<file path="src/rtl/rx_buf_scheduler.sv">
// Ring-buffer write-address allocator and packet descriptor scheduler.
// The writer side speculatively fills the ring and commits or rolls back whole
// packets; the reader side is offered one descriptor at a time and frees ring
// space when it releases the packet it was given.
module rx_buf_scheduler #(
    parameter int ADDR_WIDTH    = 8,
    parameter int DESC_DEPTH    = 16,
    parameter int MAX_PKT_WORDS = 20
) (
    input  logic                  clk_in,
    input  logic                  rst_n_in,
    input  logic                  wr_start_in,
    input  logic                  wr_word_in,
    input  logic                  wr_commit_in,
    input  logic [3:0]            wr_last_bytes_in,
    input  logic                  wr_abort_in,
    output logic [ADDR_WIDTH-1:0] wr_addr_out,
    output logic                  wr_enabl_out,
    output logic                  desc_valid_out,
    input  logic                  desc_ready_in,
    output logic [ADDR_WIDTH-1:0] desc_addr_out,
    output logic [7:0]            desc_words_out,
    output logic [3:0]            desc_last_bytes_out,
    input  logic                  rel_in,
    output logic [15:0]           stat_drop_cnt
);
    // DESC_DEPTH must be a power of two and at least 2.
    localparam int          FW      = $clog2(DESC_DEPTH);
    localparam logic [7:0]  MAX_W   = 8'(MAX_PKT_WORDS);
    localparam logic [FW:0] DEPTH_C = (FW+1)'(DESC_DEPTH);

    typedef enum logic [1:0] {W_IDLE, W_RECV, W_OVF} wstate_t;
    typedef enum logic [1:0] {R_IDLE, R_OFFER, R_BUSY} rstate_t;

    typedef struct packed {
        logic [ADDR_WIDTH-1:0] addr;
        logic [7:0]            words;
        logic [3:0]            lb;
    } desc_t;

    wstate_t               wst, wst_n;
    rstate_t               rd_st, rd_st_n;
    logic [ADDR_WIDTH-1:0] wp_c, wp_c_n, wp_s, wp_s_n, rp, rp_n;
    logic [ADDR_WIDTH-1:0] free, n_wp;
    logic [7:0]            wcnt, wcnt_n, n_words, issued, issued_n;
    logic                  accept, ovf_now, push, pop, load, drop_inc;

    desc_t                 fifo_mem [DESC_DEPTH];
    logic [FW-1:0]         fifo_wr, fifo_rd;
    logic [FW:0]           fifo_cnt, fifo_cnt_n;
    logic                  fifo_full, fifo_empty;

    // One slot is always kept empty so wp_s == rp means an empty ring.
    assign free       = rp - wp_s - ADDR_WIDTH'(1);
    assign fifo_full  = (fifo_cnt == DEPTH_C);
    assign fifo_empty = (fifo_cnt == '0);

    // A start pulse takes precedence over a word in the same cycle.
    assign accept  = (wst == W_RECV) && wr_word_in && !wr_start_in &&
                     (free != '0) && (wcnt < MAX_W);
    assign ovf_now = (wst == W_RECV) && wr_word_in && !wr_start_in && !accept;
    assign n_words = wcnt + {7'd0, accept};
    assign n_wp    = wp_s + {{(ADDR_WIDTH-1){1'b0}}, accept};

    assign wr_addr_out    = wp_s;
    assign wr_enabl_out   = accept;
    assign desc_valid_out = (rd_st == R_OFFER);

    // Write FSM: allocation, commit, rollback and drop accounting.
    always_comb begin
        wst_n    = wst;
        wp_s_n   = wp_s;
        wp_c_n   = wp_c;
        wcnt_n   = wcnt;
        push     = 1'b0;
        drop_inc = 1'b0;
        if (wr_start_in) begin
            wp_s_n = wp_c;
            wcnt_n = '0;
            wst_n  = W_RECV;
        end else begin
            case (wst)
                W_RECV: begin
                    if (wr_abort_in) begin
                        wp_s_n = wp_c;
                        wst_n  = W_IDLE;
                    end else if (wr_commit_in) begin
                        if ((n_words != '0) && !fifo_full && !ovf_now) begin
                            push   = 1'b1;
                            wp_c_n = n_wp;
                            wp_s_n = n_wp;
                        end else begin
                            wp_s_n   = wp_c;
                            drop_inc = 1'b1;
                        end
                        wst_n = W_IDLE;
                    end else if (accept) begin
                        wp_s_n = n_wp;
                        wcnt_n = n_words;
                    end else if (ovf_now) begin
                        wst_n = W_OVF;
                    end
                end
                W_OVF: begin
                    if (wr_abort_in) begin
                        wp_s_n = wp_c;
                        wst_n  = W_IDLE;
                    end else if (wr_commit_in) begin
                        wp_s_n   = wp_c;
                        drop_inc = 1'b1;
                        wst_n    = W_IDLE;
                    end
                end
                default: ;
            endcase
        end
    end

    // Read FSM: offer head descriptor, hand over on ready, free on release.
    always_comb begin
        rd_st_n  = rd_st;
        rp_n     = rp;
        issued_n = issued;
        pop      = 1'b0;
        load     = 1'b0;
        case (rd_st)
            R_IDLE: begin
                if (!fifo_empty) begin
                    load    = 1'b1;
                    rd_st_n = R_OFFER;
                end
            end
            R_OFFER: begin
                if (desc_ready_in) begin
                    pop      = 1'b1;
                    issued_n = desc_words_out;
                    rd_st_n  = R_BUSY;
                end
            end
            R_BUSY: begin
                if (rel_in) begin
                    rp_n    = rp + ADDR_WIDTH'(issued);
                    rd_st_n = R_IDLE;
                end
            end
            default: rd_st_n = R_IDLE;
        endcase
    end

    // Descriptor FIFO occupancy; a simultaneous push and pop leaves it unchanged.
    always_comb begin
        fifo_cnt_n = fifo_cnt;
        if (push && !pop)      fifo_cnt_n = fifo_cnt + (FW+1)'(1);
        else if (pop && !push) fifo_cnt_n = fifo_cnt - (FW+1)'(1);
    end

    // Descriptor storage holds data only, so it needs no reset.
    always_ff @(posedge clk_in) begin
        if (push) fifo_mem[fifo_wr] <= desc_t'({wp_c, n_words, wr_last_bytes_in});
    end

    // Control state, pointers, registered descriptor outputs and drop counter.
    always_ff @(posedge clk_in) begin
        if (!rst_n_in) begin
            wst                 <= W_IDLE;
            rd_st               <= R_IDLE;
            wp_c                <= '0;
            wp_s                <= '0;
            rp                  <= '0;
            wcnt                <= '0;
            issued              <= '0;
            fifo_wr             <= '0;
            fifo_rd             <= '0;
            fifo_cnt            <= '0;
            desc_addr_out       <= '0;
            desc_words_out      <= '0;
            desc_last_bytes_out <= '0;
            stat_drop_cnt       <= '0;
        end else begin
            wst      <= wst_n;
            rd_st    <= rd_st_n;
            wp_c     <= wp_c_n;
            wp_s     <= wp_s_n;
            rp       <= rp_n;
            wcnt     <= wcnt_n;
            issued   <= issued_n;
            fifo_cnt <= fifo_cnt_n;
            if (push) fifo_wr <= fifo_wr + FW'(1);
            if (pop)  fifo_rd <= fifo_rd + FW'(1);
            if (load) begin
                desc_addr_out       <= fifo_mem[fifo_rd].addr;
                desc_words_out      <= fifo_mem[fifo_rd].words;
                desc_last_bytes_out <= fifo_mem[fifo_rd].lb;
            end
            if (drop_inc && (stat_drop_cnt != 16'hFFFF))
                stat_drop_cnt <= stat_drop_cnt + 16'd1;
        end
    end
endmodule

</file>
<file path="config.mk">
export PLATFORM = sky130hd
export DESIGN_NAME = rx_buf_scheduler
export DESIGN_NICKNAME = d
export VERILOG_FILES = /design/src/rtl/rx_buf_scheduler.sv
export SDC_FILE = /design/constraint.sdc
export NUM_CORES = 1
export LEC_CHECK = 0
export ABC_CLOCK_PERIOD_IN_PS = 10350
export BUFFER_PORTS_ARGS = -buffer_cell sky130_fd_sc_hd__buf_4
export CORE_ASPECT_RATIO = 1.4
export CORE_UTILIZATION = 50
export DETAILED_ROUTE_END_ITERATION = 12
export PLACE_DENSITY_LB_ADDON = 0.3
export SLEW_MARGIN = 10
export SYNTH_ARGS = -nofsm -noshare
export SYNTH_HDL_FRONTEND = slang
export SYNTH_SLANG_ARGS = --single-unit
</file>
<file path="constraint.sdc">
create_clock -name clk_in -period 10.35 [get_ports clk_in]
set_input_delay 2.07 -clock clk_in [delete_from_list [all_inputs] [get_ports clk_in]]
set_output_delay 2.07 -clock clk_in [all_outputs]
set_load 0.02 [all_outputs]
</file>
==> impl_metrics.ini <==
[floorplanning]
design.core.area_um2 = 33900
dieArea_um2 = 35100
io-pin-count = 58
start_util_pct = 50.6
die_y_um = 221
die-width_um = 159
rows = 80

[timing]
slew_headroom_pct = 22.9
rsz0062_at_grt = no
fin_crit_sh_pct = 59.8
tightest_slew_ns = 1.16
period_needed_ns = 6.19
setup-violations-final = 0
fmax_ghz = 0.162
holdWs_ns = 0.455
finClkSkew_ns = 0.0167
tns_ns = 0
report.final.slew_viol_count = 0
layout_setup_ws_ns = 4.16
hold_violations = 0

[clock_tree]
clock_path_buffers = 3
clk_pin_slew_ns = 0.06
htree_levels = 2
cts_root_buffer = clkbuf_16
post_cts_resized = 0
cts_setup_buffers = 0
insertion_delay_ns = 0.55
numCtsBuffers = 39
cts.sinks = 413
hold_buffers = 0
cts_tree = built

[synth]
yosysUniqueCellTypes = 58
synthCells = 1083
synth_top_area_share_pct = 55.9
ys.warnings.count = 0
synth_seq_cells = 413
syn-mean-instance-area_um2 = 15.9
syn_area_um2 = 17200
ys_top_cells_by_area = edfxtp_1, mux4_2, dfxtp_1, ha_1, nand2_1
yosysTopAreaCell = edfxtp_1
ys_seq_area_share_pct = 66.8
synth_edf_count = 320
synthArstFlopShare_pct = 0
syn_nets = 1128
synth-main-ff-cell = edfxtp_1

[cells_and_area]
most-common-layout-cells = edfxtp_1, mux4_2, nand2_1, dfxtp_1, buf_4
layout_commonest_cell = edfxtp_1
drive_gt1_share_pct = 20.8
finalNonFillerCells = 1622
nets = 1185
area_delta_synth_final_pct = 12.5
n_fill_cell = 2610
diodes = 0

[setup_path]
end_kind = flip-flop
worstSetupPathType = flip-flop to flip-flop
path_buf_inv = 5
slowest_delay_ns = 0.70
crit_required_ns = 10.82
rrSetupSlack_ns = 4.16
cp-start-kind = flip-flop
slowest_stage = nor4_1
cp_num_cells = 28
r2r_cells = 28
path_delay_family = simple AND/OR/NAND/NOR gates
crit_path_frequent_cell = ha_1
worst-endpoint-arrival_ns = 6.66
critPathMaxFanout = 34

[global_route]
grt_overflow_total = 0
track_usage_pct = 21.3
grt_pass1_wl_mm = 55.2
grt_antenna_before_repair = 0
grt_pass1_vias = 9428
grt_max_degree = 67

[placement]
hpwl_mm = 23.3
io_buffer_count = 57
dp_cells = 1550
place_ws_ns = 3.77
finalWeightedCongestion = 0.753

[power_and_ir_drop]
total_leakage_power_nw = 6.09
vdd_ir_drop_max_v = 0.000143
pwr_density_cell_nw_per_um2 = 194
power_mw = 3.76

[route]
dr.pass1.iters = 7
drcViolationCount = 0
via_per_inst = 5.86
num_vias = 9511
drtIter0Drc = 863
wl_per_cell_um = 22.2
postRouteAntennaNets = 0
wl_mm = 36.1

[min_path]
hold_class = flip-flop to flip-flop
worstHoldPathCells = 2

[run_status]
outcome = finished, final reports clean

[flow_run]
cap_violations = 0
layer usage:
layer	wire length, um	track usage (%)	up-vias
li1	-	-	4330
met1	15100	29.5	4889
met2	18200	34.9	249
met3	2030	3.37	43
met4	775	6.27	0
met5	0	0	-
state kept, by name, summed over array words and instances (netlist names):
| signal | cells |
|---|---|
| wr_addr_out | 8 |
| wcnt | 8 |
| fifo_rd | 4 |
| wp_c | 8 |
| rp | 8 |
| rd_st | 2 |
| fifo_wr | 4 |
| wst | 2 |
| issued | 8 |
| desc_words_out | 8 |
| desc_last_bytes_out | 4 |
| desc_addr_out | 8 |
| fifo_cnt | 5 |
| fifo_mem | 320 |
| stat_drop_cnt | 16 |
power by group:
group	internal [mW]	leakage [nW]	switching, mW
combinational	0.194	2.06	0.257
sequential	1.82	3.42	0.0618
clock	0.818	0.615	0.611
synthesized netlist by cell type (3+ instances only):
| cell | n |
|---|---|
| edfxtp_1 | 320 |
| buf_6 | 3 |
| a211o_1 | 4 |
| and3_1 | 23 |
| nor4_1 | 11 |
| nor2_1 | 62 |
| o31ai_1 | 7 |
| a31oi_1 | 5 |
| nand3_1 | 9 |
| mux2i_1 | 16 |
| xnor2_1 | 20 |
| buf_2 | 4 |
| or4_1 | 7 |
| nor3_1 | 4 |
| nand3b_1 | 3 |
| o21ai_0 | 14 |
| or3_1 | 13 |
| nand2b_1 | 12 |
| a21oi_2 | 3 |
| a21oi_1 | 64 |
| dfxtp_1 | 93 |
| nand2_1 | 98 |
| o31a_1 | 4 |
| buf_1 | 14 |
| nor2b_1 | 6 |
| ha_1 | 30 |
| xor2_1 | 15 |
| clkbuf_1 | 33 |
| inv_1 | 22 |
| o21a_1 | 5 |
| o311a_1 | 3 |
| fa_1 | 3 |
| a211oi_1 | 9 |
| nand4_1 | 6 |
| and2_1 | 7 |
| a21o_1 | 5 |
| mux4_2 | 100 |
area by class of cell:
type | count | area (um2) | area share, %
clock buffer | 51 | 1040 | 5.39
inverter | 23 | 86.3 | 0.447
multi-input combinational | 593 | 5400 | 27.9
sequential | 413 | 11500 | 59.4
tap | 451 | 564 | 2.92
clock inverter | 21 | 229 | 1.18
timing repair buffer | 70 | 526 | 2.72
cell families (layout without fill, tap and decap cells):
family	Yosys count	after routing	share of synthesized area (%)
compound gates	139	139	5.38
xor+xnor	35	35	1.78
fa+ha+maj	33	33	2.53
buf+inv	77	165	1.84
flops	413	413	66.8
mux	116	116	14.0
simple gates	270	270	7.64
final timing paths:
path                           from                     end
max                  wr_addr_out[0]             fifo_cnt[4]
min          desc_last_bytes_out[2]  desc_last_bytes_out[2]
max reg2reg          wr_addr_out[0]             fifo_cnt[4]
min reg2reg  desc_last_bytes_out[2]  desc_last_bytes_out[2]
metrics by stage:
| step | cell area (um2) | utilization [%] |
|---|---|---|
| final | 19300 | 57.0 |
| after global routing | 19300 | 57.0 |
| after CTS | 19300 | 57.0 |
| after detailed placement | 18100 | 53.2 |
| after global placement | 18100 | 53.2 |
| after floorplan | 17200 | - |
worst min-delay path, stage by stage (launching register included):
cell and delay, ns:
dfxtp_1 0.31, nand2_1 0.05, a21oi_1 0.05
(Power assumes the default switching activity.)
